`src/rtl/bgarb.sv`:
```
// bgarb - bus grant arbiter for one NPR line and four BR levels (BR7..BR4).
//
// Picks one request, deglitches it for DEGLITCH cycles, then drives exactly
// one active-low grant until the bus master answers with SACK, the request
// goes away, or GRANT_TIMEOUT cycles pass with no answer.
//
// Parameters
//   DEGLITCH       cycles a request must hold in SETTLE before it is granted (1..15)
//   GRANT_TIMEOUT  GRANT cycles without SACK before the grant is withdrawn (1..255)
//
// Ports
//   CLOCK          rising-edge clock
//   RESET          asynchronous, active-high reset
//   br_in_h[3:0]   bus requests BR7..BR4 (bit i = level i+4)
//   npr_in_h       non-processor request (always outranks BR)
//   cpu_pri[2:0]   current processor priority
//   cpu_idle_h     processor at an instruction boundary (gates BR only)
//   sack_in_h      selection acknowledge from the granted device
//   bbsy_in_h      bus busy
//   init_in_h      bus INIT, synchronous clear
//   bg_out_l[3:0]  bus grants BG7..BG4, active low
//   npg_out_l      NPR grant, active low
//   timeout_out_h  one-cycle pulse when a grant is withdrawn for lack of SACK
//   state_out[1:0] current FSM state
//
// state    | meaning
// ---------+-----------------------------------------------------------
// IDLE     | no target; waiting for a candidate request
// SETTLE   | target latched; counting consecutive cycles it stays valid
// GRANT    | one grant driven low; waiting for SACK, request drop or timeout
// WAITBUS  | grants high; waiting for SACK and BBSY to both clear

module bgarb #(
    parameter int DEGLITCH      = 4,
    parameter int GRANT_TIMEOUT = 255
) (
    input  logic       CLOCK,
    input  logic       RESET,
    input  logic [3:0] br_in_h,
    input  logic       npr_in_h,
    input  logic [2:0] cpu_pri,
    input  logic       cpu_idle_h,
    input  logic       sack_in_h,
    input  logic       bbsy_in_h,
    input  logic       init_in_h,
    output logic [3:0] bg_out_l,
    output logic       npg_out_l,
    output logic       timeout_out_h,
    output logic [1:0] state_out
);

    localparam logic [1:0] ST_IDLE    = 2'd0;
    localparam logic [1:0] ST_SETTLE  = 2'd1;
    localparam logic [1:0] ST_GRANT   = 2'd2;
    localparam logic [1:0] ST_WAITBUS = 2'd3;

    // Target encoding: 0..3 = BR4..BR7, 4 = NPR. Numeric order equals priority,
    // so "higher-priority candidate" is a plain magnitude compare.
    localparam logic [2:0] TGT_NPR = 3'd4;

    localparam logic [3:0] SETTLE_LAST = 4'(DEGLITCH - 1);
    localparam logic [7:0] TIMEOUT_VAL = 8'(GRANT_TIMEOUT);

    logic [1:0] state;
    logic [2:0] target;
    logic [3:0] settle_cnt;
    logic [7:0] grant_timer;

    logic [3:0] br_ok;
    logic       cand_valid;
    logic [2:0] cand_code;
    logic       target_ok;
    logic       target_held;
    logic [7:0] timer_inc;

    // A BR level is eligible only above the processor priority and only while
    // the processor sits at an instruction boundary.
    always_comb begin
        br_ok = '0;
        for (int i = 0; i < 4; i++) begin
            br_ok[i] = br_in_h[i] & cpu_idle_h & (cpu_pri < 3'(i + 4));
        end
    end

    always_comb begin
        cand_valid = npr_in_h | (|br_ok);
        cand_code  = TGT_NPR;
        if (!npr_in_h) begin
            cand_code = 3'd0;
            // ascending scan: the highest eligible level is written last
            for (int i = 0; i < 4; i++) begin
                if (br_ok[i]) begin
                    cand_code = 3'(i);
                end
            end
        end
    end

    // SETTLE needs the full qualification; once granted, only the raw request
    // line matters so processor priority/idle changes cannot revoke a grant.
    assign target_ok   = target[2] ? npr_in_h : br_ok[target[1:0]];
    assign target_held = target[2] ? npr_in_h : br_in_h[target[1:0]];

    // saturating increment: the timer never wraps
    assign timer_inc = (grant_timer == 8'hFF) ? grant_timer : grant_timer + 8'd1;

    always_ff @(posedge CLOCK or posedge RESET) begin
        if (RESET) begin
            state         <= ST_IDLE;
            target        <= 3'd0;
            settle_cnt    <= 4'd0;
            grant_timer   <= 8'd0;
            bg_out_l      <= 4'b1111;
            npg_out_l     <= 1'b1;
            timeout_out_h <= 1'b0;
        end else begin
            timeout_out_h <= 1'b0;
            if (init_in_h) begin
                state       <= ST_IDLE;
                target      <= 3'd0;
                settle_cnt  <= 4'd0;
                grant_timer <= 8'd0;
                bg_out_l    <= 4'b1111;
                npg_out_l   <= 1'b1;
            end else begin
                case (state)
                    ST_IDLE: begin
                        if (cand_valid) begin
                            target     <= cand_code;
                            settle_cnt <= 4'd0;
                            state      <= ST_SETTLE;
                        end
                    end
                    ST_SETTLE: begin
                        if (!target_ok) begin
                            settle_cnt <= 4'd0;
                            state      <= ST_IDLE;
                        end else if (cand_valid && (cand_code > target)) begin
                            target     <= cand_code;
                            settle_cnt <= 4'd0;
                        end else if (settle_cnt == SETTLE_LAST) begin
                            settle_cnt  <= 4'd0;
                            grant_timer <= 8'd0;
                            state       <= ST_GRANT;
                            if (target[2]) begin
                                npg_out_l <= 1'b0;
                            end else begin
                                bg_out_l <= ~(4'b0001 << target[1:0]);
                            end
                        end else begin
                            settle_cnt <= settle_cnt + 4'd1;
                        end
                    end
                    ST_GRANT: begin
                        if (sack_in_h) begin
                            bg_out_l  <= 4'b1111;
                            npg_out_l <= 1'b1;
                            state     <= ST_WAITBUS;
                        end else if (!target_held) begin
                            bg_out_l  <= 4'b1111;
                            npg_out_l <= 1'b1;
                            state     <= ST_IDLE;
                        end else if (timer_inc == TIMEOUT_VAL) begin
                            bg_out_l      <= 4'b1111;
                            npg_out_l     <= 1'b1;
                            timeout_out_h <= 1'b1;
                            grant_timer   <= 8'd0;
                            state         <= ST_IDLE;
                        end else begin
                            grant_timer <= timer_inc;
                        end
                    end
                    ST_WAITBUS: begin
                        if (!sack_in_h && !bbsy_in_h) begin
                            state <= ST_IDLE;
                        end
                    end
                    default: begin
                        state <= ST_IDLE;
                    end
                endcase
            end
        end
    end

    assign state_out = state;

endmodule

```
`config.mk`:
```
export PLATFORM = sky130hd
export DESIGN_NAME = bgarb
export DESIGN_NICKNAME = d
export VERILOG_FILES = /design/src/rtl/bgarb.sv
export SDC_FILE = /design/constraint.sdc
export NUM_CORES = 1
export LEC_CHECK = 0
export CORE_MARGIN = 3
export CORE_UTILIZATION = 40
export DETAILED_ROUTE_END_ITERATION = 8
export PLACE_DENSITY_LB_ADDON = 0.08
export REMOVE_ABC_BUFFERS = 1
export SETUP_SLACK_MARGIN = 0.3
export SYNTH_ARGS = -nofsm -noshare
export SYNTH_HDL_FRONTEND = slang
export SYNTH_SLANG_ARGS = --single-unit
```
`constraint.sdc`:
```
create_clock -name CLOCK -period 3.25 [get_ports CLOCK]
set_clock_uncertainty 0.2 [all_clocks]
set_input_delay 0.65 -clock CLOCK [delete_from_list [all_inputs] [get_ports CLOCK]]
set_output_delay 0.65 -clock CLOCK [all_outputs]
set_load 0.05 [all_outputs]
```
# Word-level counts from Yosys, hierarchy flattened
# Index checks and enable logic that the tools add are counted.
[classes]
addsub = 2
order_cmp = 6
eq_ne = 19
shifts = 1
mux = 63
bitwise = 10
reduce_logical = 14
[op_table]
columns = ["op", "n"]
rows = [
  ["$mux 8", 8],
  ["$mux 4", 13],
  ["$ne 3x3->1 const B", 10],
  ["$mux 3", 7],
  ["$mux 1", 18],
  ["$mux 2", 9],
  ["$reduce_and 6->1", 3],
  ["$eq 8x8->1 const B", 2],
  ["$pmux 4 s2", 2],
  ["$pmux 8 s2", 1],
  ["$lt 3x3->1 const B", 4],
  ["$add 8x1->8 const B", 1],
  ["$and 1x1->1", 8],
  ["$ne 4x4->1 const B", 2],
  ["$pmux 2 s4", 1],
  ["$pmux 3 s2", 1],
  ["$reduce_bool 3->1", 2],
  ["$ne 5x5->1 const B", 1],
  ["$reduce_and 5->1", 1],
  ["$add 4x1->4 const B", 1],
  ["$bmux 1 s2", 2],
  ["$eq 2x2->1 const B", 2],
  ["$eq 4x2->1 const B", 1],
  ["$not 4->4", 1],
  ["other kinds (12)", 14],
]
[word_totals]
regBits = 23
input_bits = 14
out_inout_bits = 8
word_cells = 122

# Depth between registers and ports, before layout
# Gate-level depths: netlist (run 1).
[depth]
word_depth = 12
depth_mapped = 11
ltp_nobuf = 11

# Least setup slack after synthesis (run 1)
# Ideal clock, no wire load.
[synth_timing]
path_type = "input to register"
startpoint = "input br_in_h[2]"
endpoint = "register bg_out_l[0]"
setup_ps = 82
t_arrival_ps = 2758
required_ps = 2968
setup_slack_ps = 209
path_stages = 10
n_path_buf = 0
cell_sequence = "and2_1 a32o_2 and2_2 ha_1 nor2b_1 o21ai_0 a32oi_1 a211o_1 a21o_4 mux2_4"
[synth_between]
elab_chain_len = 9
elab_cells_between_ends = 23
classes_between = "1 x order compare; 3 x eq/ne; 13 x mux; 3 x bitwise; 3 x reduce/logical"
[synth_rtl]
columns = ["element", "line_no", "text"]
rows = [
  ["from (decl)", "39", "input logic [3:0] br_in_h,"],
  ["$and 1x1->1 (2 in series)", "81", "br_ok[i] = br_in_h[i] & cpu_idle_h & (cpu_pri < 3'(i + 4));"],
  ["$mux 3 (2 in series)", "92", "if (br_ok[i]) begin"],
  ["$mux 3", "88", "if (!npr_in_h) begin"],
  ["$gt 3x3->1", "138", "end else if (cand_valid && (cand_code > target)) begin"],
  ["$logic_and 1x1->1", "138", ""],
  ["$ne 3x3->1 (no line)", "n/a", ""],
  ["$reduce_and 6->1 (no line)", "n/a", ""],
  ["to (signal assigned)", "148", "bg_out_l <= ~(4'b0001 << target[1:0]);"],
  ["to (decl)", "46", "output logic [3:0] bg_out_l,"],
]
# Several ways; a longest one is shown, not always the timed one. The select of a mux whose other input is x is not followed.
# A chain may end at the register's enable or synchronous reset.

# Final worst setup path (run 1)
[layout_timing]
startpoint = "input cpu_pri[2]"
endpoint = "register bg_out_l[0]"
[layout_between]
elab_chain_len = 10
elab_cells_between_ends = 22
classes_between = "5 x order compare; 2 x eq/ne; 7 x mux; 5 x bitwise; 3 x reduce/logical"
[layout_rtl]
columns = ["element", "line_no", "text"]
rows = [
  ["from (decl)", "41", "input logic [2:0] cpu_pri,"],
  ["$lt 3x3->1", "81", ""],
  ["$and 1x1->1", "81", ""],
  ["$mux 1", "92", ""],
  ["$mux 3 (2 in series)", "92", ""],
  ["$mux 3", "88", ""],
  ["$gt 3x3->1", "138", ""],
  ["$logic_and 1x1->1", "138", ""],
  ["$ne 3x3->1 (no line)", "n/a", ""],
  ["$reduce_and 6->1 (no line) (*)", "n/a", ""],
]
# Mark *: on every way between the ends. The rest lies on a longest branch, timed or not. The select of a mux whose other input is x is not followed.

==> results of run 1 <==
cell families (layout without fill, tap and decap cells):
family,count (synthesis),after routing,synth area share
simple gates,81,81,0.243
compound gates,68,68,0.292
flops,23,23,0.329
buf+inv,17,61,0.0417
mux,8,8,0.0594
fa+ha+maj,5,5,0.0353
stage by stage:
| step | instance area, um^2 | utilization | hold slack, ns | power (mW) | setup TNS (ns) |
|---|---|---|---|---|---|
| finish | 2280 | 0.550 | 0.385 | 0.663 | 0 |
| global route | 2280 | 0.550 | 0.427 | 0.706 | 0 |
| CTS | 2260 | 0.545 | 0.383 | 0.665 | 0 |
| detailed placement | 2190 | 0.528 | 0.364 | 0.484 | -7.79 |
| global placement | 2190 | 0.528 | 0.351 | 0.480 | -5.72 |
| floorplan | 1730 | - | 0.314 | 0.401 | 0 |
per-layer routing:
layer	global-route usage	routed length, um
met5	0	0
met4	0.0307	31
met3	0.0360	271
met2	0.286	2050
met1	0.274	2320
flip-flops by register name, summed over array words and instances, names as in the netlist:
name	cells
grant_timer	8
bg_out_l	4
settle_cnt	4
target	3
state_out	2
npg_out_l	1
timeout_out_h	1
layout make-up:
class / instances / area (um^2)
clock buffers: 4 / 45.0
fillers: 403 / 1870
inverters: 10 / 37.5
multi-input cells: 162 / 1160
flip-flops and latches: 23 / 582
well taps: 50 / 62.6
repair buffers: 47 / 394
worst max-delay path: cells and delay by family:
family,cells,cell delay (ns)
muxes,1,0.29
buffers and inverters,1,0.21
AOI/OAI and AO/OA,5,1.12
and+or+nand+nor,3,0.38
adders and majority gates,1,0.21
final timing paths:
kind / from / endpoint / slack (ns) / depth (start not counted)
max: cpu_pri[2] / bg_out_l[0]$_DFFE_PP1P_ / 0.36 / 11
min: settle_cnt[1]$_DFFE_PP0P_ / settle_cnt[1]$_DFFE_PP0P_ / 0.39 / 1
max reg2reg: grant_timer[0]$_DFFE_PP0P_ / grant_timer[2]$_DFFE_PP0P_ / 0.70 / 7
min reg2reg: settle_cnt[1]$_DFFE_PP0P_ / settle_cnt[1]$_DFFE_PP0P_ / 0.39 / 1
max in group asynchronous: RESET / grant_timer[5]$_DFFE_PP0P_ / 1.64 / 2
min in group asynchronous: RESET / grant_timer[0]$_DFFE_PP0P_ / 0.67 / 2
placed cells by master, fill, tap and decap left out, types with 2 or more instances in the layout:
master / instances
sky130_fd_sc_hd__inv_1: 10
sky130_fd_sc_hd__and3_1: 5
sky130_fd_sc_hd__mux2_4: 4
sky130_fd_sc_hd__dfrtp_1: 18
sky130_fd_sc_hd__nand3b_1: 2
sky130_fd_sc_hd__a31oi_1: 2
sky130_fd_sc_hd__clkdlybuf4s15_1: 3
sky130_fd_sc_hd__clkdlybuf4s50_1: 15
sky130_fd_sc_hd__a21oi_1: 11
sky130_fd_sc_hd__a22o_1: 2
sky130_fd_sc_hd__o211ai_1: 3
sky130_fd_sc_hd__nand4_1: 3
sky130_fd_sc_hd__a32o_1: 2
sky130_fd_sc_hd__a2bb2oi_1: 6
sky130_fd_sc_hd__mux2_2: 2
sky130_fd_sc_hd__buf_4: 26
sky130_fd_sc_hd__a211o_1: 2
sky130_fd_sc_hd__o21ai_1: 3
sky130_fd_sc_hd__o31ai_1: 4
sky130_fd_sc_hd__and2_1: 4
sky130_fd_sc_hd__a211oi_1: 2
sky130_fd_sc_hd__ha_1: 3
sky130_fd_sc_hd__mux2_1: 2
sky130_fd_sc_hd__nor2b_1: 5
sky130_fd_sc_hd__nand2_1: 19
sky130_fd_sc_hd__or4_1: 2
sky130_fd_sc_hd__nor2_1: 12
sky130_fd_sc_hd__o2111ai_1: 4
sky130_fd_sc_hd__clkbuf_8: 3
sky130_fd_sc_hd__clkbuf_2: 2
sky130_fd_sc_hd__dfstp_2: 5
sky130_fd_sc_hd__o21a_1: 2
sky130_fd_sc_hd__nand3_1: 17
sky130_fd_sc_hd__o21ai_0: 6
what timing repair did:
item / in CTS / in global routing
endpoints found under the setup margin: 22 / 20
pin swaps: 8 / 7
buffers inserted: 0 / 2
gates resized for setup: 15 / 10
where the power goes:
group | total (mW) | leakage, nW | internal [mW] | switching (mW)
clock | 0.173 | 0.0228 | 0.0874 | 0.0857
combinational | 0.187 | 0.624 | 0.0875 | 0.0995
sequential | 0.303 | 0.302 | 0.295 | 0.00859
==> run_results.csv, run 1 <==
group,metric,value,unit
yosys,synth_most_common_cell,"sky130_fd_sc_hd__nand2_1",
place,place.gp.congestion,0.901,
outcome,result_of_the_run,"complete, no violations",
detailed_routing,drtIter0Drc,147,
timing,timing.max_slew.rel_slack,0.414,
power,leakage_dissipation,0.948,nW
timing,setup_violations,0,
detailed_routing,wl_per_cell,15.8,um
yosys,synth.avg_cell_area,8.76,um^2
grt,global_route_wire_length_before_repair,7780,um
cts,root_buffer,"sky130_fd_sc_hd__clkbuf_8",
timing,rsz0062_at_grt,"false",
cts,holdBufCountCts,0,
grt,antenna_found_initial,0,
yosys,number_of_flip_flops_and_latches_in_the_synthesized_netlist,23,
setup_path,critical_path.max_fanout,4,
setup_path,criticalPathCategory,"in -> reg",
cts,buffer_depth_of_the_longest_clock_path,2,
setup_path,cp-start-kind,"input port",
yosys,edff_count_synth,0,
floorplanning,io_pins,22,
yosys,synth_ff_type,"sky130_fd_sc_hd__dfrtp_1",
floorplanning,core_area,0.00414,mm^2
grt,globalRoute.totalOverflow,0,
detailed_routing,ant_nets,0,
timing,finalWorstPathRequiredPeriod,2.89,ns
setup_path,crit_end_category,"register",
timing,period_share,0.888,
place,detailedPlacementHpwl,3620,um
power,max-vdd-ir-drop,178,uV
floorplanning,fp.dieArea,0.00526,mm^2
yosys,cell_types_with_the_highest_counts_after_synthesis,"sky130_fd_sc_hd__nand2_1, sky130_fd_sc_hd__dfrtp_1, sky130_fd_sc_hd__nand3_1",
grt,groute.usage.overall,0.186,
final_layout,layoutNonFillerInstCount,296,
yosys,synthesis.area,0.00177,mm^2
setup_path,worst_path_max_delay_cell,"sky130_fd_sc_hd__a211o_1",
timing,max_freq,346,MHz
detailed_routing,finalWirelength,4670,um
yosys,synthDominantCellAreaShare,0.254,
run,drv.max_cap_violation_count,0,
yosys,synthArstFlopShare,1.00,
timing,worst-slew-pin-transition,0.877,ns
place,post-place-ws,-0.484,ns
setup_path,slowest_delay,0.35,ns
cts,tritoncts,"built",
cts,numCtsBuffers,3,
grt,grt_start_max_net_pins,24,
place,numPlacedInstances,290,
grt,grt_pass1_vias,1634,
yosys,synth.area.top_cells,"sky130_fd_sc_hd__dfrtp_1, sky130_fd_sc_hd__dfstp_2, sky130_fd_sc_hd__nand3_1",
final_layout,finish.net_count,266,
final_layout,fraction_of_layout_instances_using_a_drive_strength_above_1,0.240,
timing,timing.final.ws_setup,0.363,ns
yosys,ys_warn_count,0,
cts,clk_latency,0.26,ns
min_path,min_path_type,"reg -> reg",
floorplanning,fp-row-count,23,
final_layout,num_antenna_cells,0,
detailed_routing,total_number_of_vias,1748,
floorplanning,die_height,72.5,um
setup_path,critical_path_required,3.24,ns
cts,clk_pin_slew_worst_paths,0.08,ns
timing,hold_viol_final,0,
floorplanning,chipWidth,72.5,um
yosys,ys_types,58,
detailed_routing,number_of_optimization_iterations_in_the_first_detailed_route_pass,5,
yosys,synthDominantAreaCellType,"sky130_fd_sc_hd__dfrtp_1",
detailed_routing,drc_errors,0,
yosys,netlist_instances,202,
cts,cts_max_level,1,
setup_path,arrival,2.88,ns
cts,cts.sink_count,23,
setup_path,cp_cell_sequence,"clkdlybuf4s15_1 > nand3_2 > a32o_2 > and2_4 > ha_4 > nor2b_2 > o21ai_2 > a32oi_2 > a211o_1 > a21o_4 > mux2_4",
timing,maxSlewViolCount,0,
detailed_routing,drt-vias-per-instance,5.91,
place,io_buffer_count,21,
floorplanning,starting_density_of_the_core,0.427,
final_layout,area_growth,28.7,%
yosys,synth_sequential_area_ratio,0.329,
power,power_density,291,mW/mm^2
Note: power is estimated with default switching activity, not from simulation.
==> inputs of run 2 (changes only) <==
--- a/config.mk
+++ b/config.mk
@@ -7,6 +7,7 @@
 export LEC_CHECK = 0
 export CORE_MARGIN = 3
 export CORE_UTILIZATION = 40
+export CTS_CLUSTER_DIAMETER = 60
 export DETAILED_ROUTE_END_ITERATION = 8
 export PLACE_DENSITY_LB_ADDON = 0.08
 export REMOVE_ABC_BUFFERS = 1
==> results of run 2 <==
The final DEF is identical to that of run 1; final timing and power are the same.
==> inputs of run 3 (changes only) <==
--- a/config.mk
+++ b/config.mk
@@ -9,7 +9,8 @@
 export CORE_UTILIZATION = 40
 export CTS_CLUSTER_DIAMETER = 60
 export DETAILED_ROUTE_END_ITERATION = 8
-export PLACE_DENSITY_LB_ADDON = 0.08
+export HOLD_SLACK_MARGIN = 0.15
+export PLACE_DENSITY = 0.59
 export REMOVE_ABC_BUFFERS = 1
 export SETUP_SLACK_MARGIN = 0.3
 export SYNTH_ARGS = -nofsm -noshare
==> run 3 against run 2 <==
Net effect:
- first-iteration DRC count stayed put
- cell count is 2.0% lower
- combinational power hardly changed
- sequential power hardly changed
- worst hold slack worse by 0.024 ns
- register-to-register slack better by 0.02 ns
- sequential share of layout area is 0.17 points higher
- power hardly changed
- via count is 0.29% higher
- die area stayed put
==> run_results.csv, run 3 (synthesis results as in run 1) <==
group,metric,value,unit
detailed_routing,ant_nets,0,
grt,grt_start_max_net_pins,24,
floorplanning,chipWidth,72.5,um
detailed_routing,drtIter0Drc,147,
min_path,min_path_type,"reg -> reg",
outcome,result_of_the_run,"complete, no violations",
grt,grt_pass1_vias,1669,
setup_path,cp-start-kind,"input port",
timing,rsz0062_at_grt,"false",
final_layout,final.fill_count,395,
cts,clk_pin_slew_worst_paths,0.08,ns
grt,groute.usage.overall,0.185,
setup_path,critical_path.max_fanout,4,
cts,numCtsBuffers,3,
floorplanning,fp-row-count,23,
final_layout,finish.net_count,260,
grt,antenna_found_initial,0,
setup_path,rr_worst_depth,8,
power,p_clk_frac,0.266,
final_layout,mostFrequentLayoutCells,"sky130_fd_sc_hd__nand2_1, sky130_fd_sc_hd__buf_4, sky130_fd_sc_hd__dfrtp_1, sky130_fd_sc_hd__nand3_1, sky130_fd_sc_hd__clkdlybuf4s50_1",
detailed_routing,wl_per_cell,16.2,um
detailed_routing,number_of_optimization_iterations_in_the_first_detailed_route_pass,4,
min_path,whs_path_depth,2,
power,share_seq_of_total_power,0.457,
power,switching_share,0.298,
grt,global_route_wire_length_before_repair,7920,um
final_layout,layoutNonFillerInstCount,290,
place,detailedPlacementHpwl,3550,um
setup_path,cp_cell_sequence,"dlygate4sd2_1 > and2_1 > a32o_2 > and2_4 > ha_4 > nor2b_2 > o21ai_2 > a32oi_2 > a211o_1 > a21o_4 > mux2_4",
floorplanning,starting_density_of_the_core,0.427,
floorplanning,core_area,0.00414,mm^2
run,drv.max_cap_violation_count,0,
timing,setup_violations,0,
detailed_routing,finalWirelength,4700,um
detailed_routing,total_number_of_vias,1753,
power,leakage_dissipation,0.930,nW
power,power_density,293,mW/mm^2
final_layout,area_growth,27.8,%
floorplanning,fp.dieArea,0.00526,mm^2
final_layout,largest_register_ff_count,8,
cts,tritoncts,"built",
final_layout,num_antenna_cells,0,
setup_path,criticalPathCategory,"in -> reg",
floorplanning,io_pins,22,
power,internal_power,0.466,mW
cts,cts.sink_count,23,
final_layout,max_flop_register,"grant_timer",
place,place.gp.congestion,0.916,
timing,timing.max_slew.rel_slack,0.401,
place,numPlacedInstances,285,
setup_path,regToRegSetupSlack,0.72,ns
detailed_routing,drc_errors,0,
setup_path,worst_path_max_delay_cell,"sky130_fd_sc_hd__a211o_1",
setup_path,critical_path_required,3.25,ns
timing,timing.setup.tns,0,ns
cts,clk_latency,0.26,ns
timing,worst-slew-pin-transition,0.897,ns
cts,cts_max_level,1,
timing,maxSlewViolCount,0,
cts,root_buffer,"sky130_fd_sc_hd__clkbuf_8",
timing,hold_viol_final,0,
timing,period_share,0.891,
final_layout,final_util,0.546,
final_layout,top_regs,"grant_timer (8), bg_out_l (4), settle_cnt (4)",
timing,max_freq,345,MHz
place,io_buffer_count,21,
setup_path,arrival,2.89,ns
setup_path,slowest_delay,0.34,ns
final_layout,fraction_of_layout_instances_using_a_drive_strength_above_1,0.238,
power,max-vdd-ir-drop,189,uV
power,netSwitchingPower,0.198,mW
detailed_routing,drt-vias-per-instance,6.04,
floorplanning,die_height,72.5,um
setup_path,crit_end_category,"register",
power,pwr-share-comb,0.277,
timing,finalWorstPathRequiredPeriod,2.89,ns
grt,globalRoute.totalOverflow,0,
place,post-place-ws,-0.445,ns
timing,timing.final.ws_setup,0.355,ns
cts,buffer_depth_of_the_longest_clock_path,2,
[run 3: routing by layer]
metal | global-route usage | part of all wire
met5 | 0 | 0
met4 | 0.0430 | 0.013
met3 | 0.0319 | 0.047
met2 | 0.282 | 0.46
met1 | 0.272 | 0.47
[run 3: path summary, 6_finish.rpt]
path	endpoint	start
setup reg to reg	bg_out_l[3]$_DFFE_PP1P_	target[1]$_DFFE_PP0P_
min in group asynchronous	grant_timer[0]$_DFFE_PP0P_	RESET
hold / removal	npg_out_l$_DFFE_PP1P_	npg_out_l$_DFFE_PP1P_
max in group asynchronous	grant_timer[7]$_DFFE_PP0P_	RESET
hold reg to reg	npg_out_l$_DFFE_PP1P_	npg_out_l$_DFFE_PP1P_
setup / recovery	bg_out_l[3]$_DFFE_PP1P_	br_in_h[2]
[run 3: worst max-delay path, delay by kind of cell]
kind	cells	cell delay, ns
muxes	1	0.29
AOI/OAI and AO/OA	5	1.06
and+or+nand+nor	3	0.44
buffers and inverters	1	0.25
adders and majority gates	1	0.21
[run 3: power groups by stage]
stage	combinational (mW)	clock, mW	sequential, mW
after floorplan	0.0800	0	0.321
after global placement	0.165	0	0.308
after detailed placement	0.170	0	0.309
after CTS	0.176	0.186	0.303
after global routing	0.199	0.198	0.305
final	0.184	0.177	0.303
[run 3: area by class of cell]
class | instances | area, um^2 | share of cell area
Clock buffer | 4 | 45.0 | 0.0199
Inverter | 10 | 37.5 | 0.0166
Multi-Input combinational cell | 162 | 1180 | 0.522
Sequential cell | 23 | 582 | 0.257
Tap cell | 50 | 62.6 | 0.0276
Timing Repair Buffer | 41 | 354 | 0.156
[run 3: repair_timing]
item,CTS,global route
hold buffers,0,0
pin swaps,7,6
resized for setup,13,16
setup endpoints to repair,22,22
buffers inserted,0,1
[run 3: per-stage QoR]
step	hold WS [ns]	cell area (um^2)	power, mW
2_1_floorplan	0.314	1730	0.401
3_3_place_gp	0.341	2150	0.474
3_5_place_dp	0.353	2150	0.478
4_1_cts	0.367	2220	0.665
5_1_grt	0.392	2260	0.701
6_report	0.361	2260	0.664
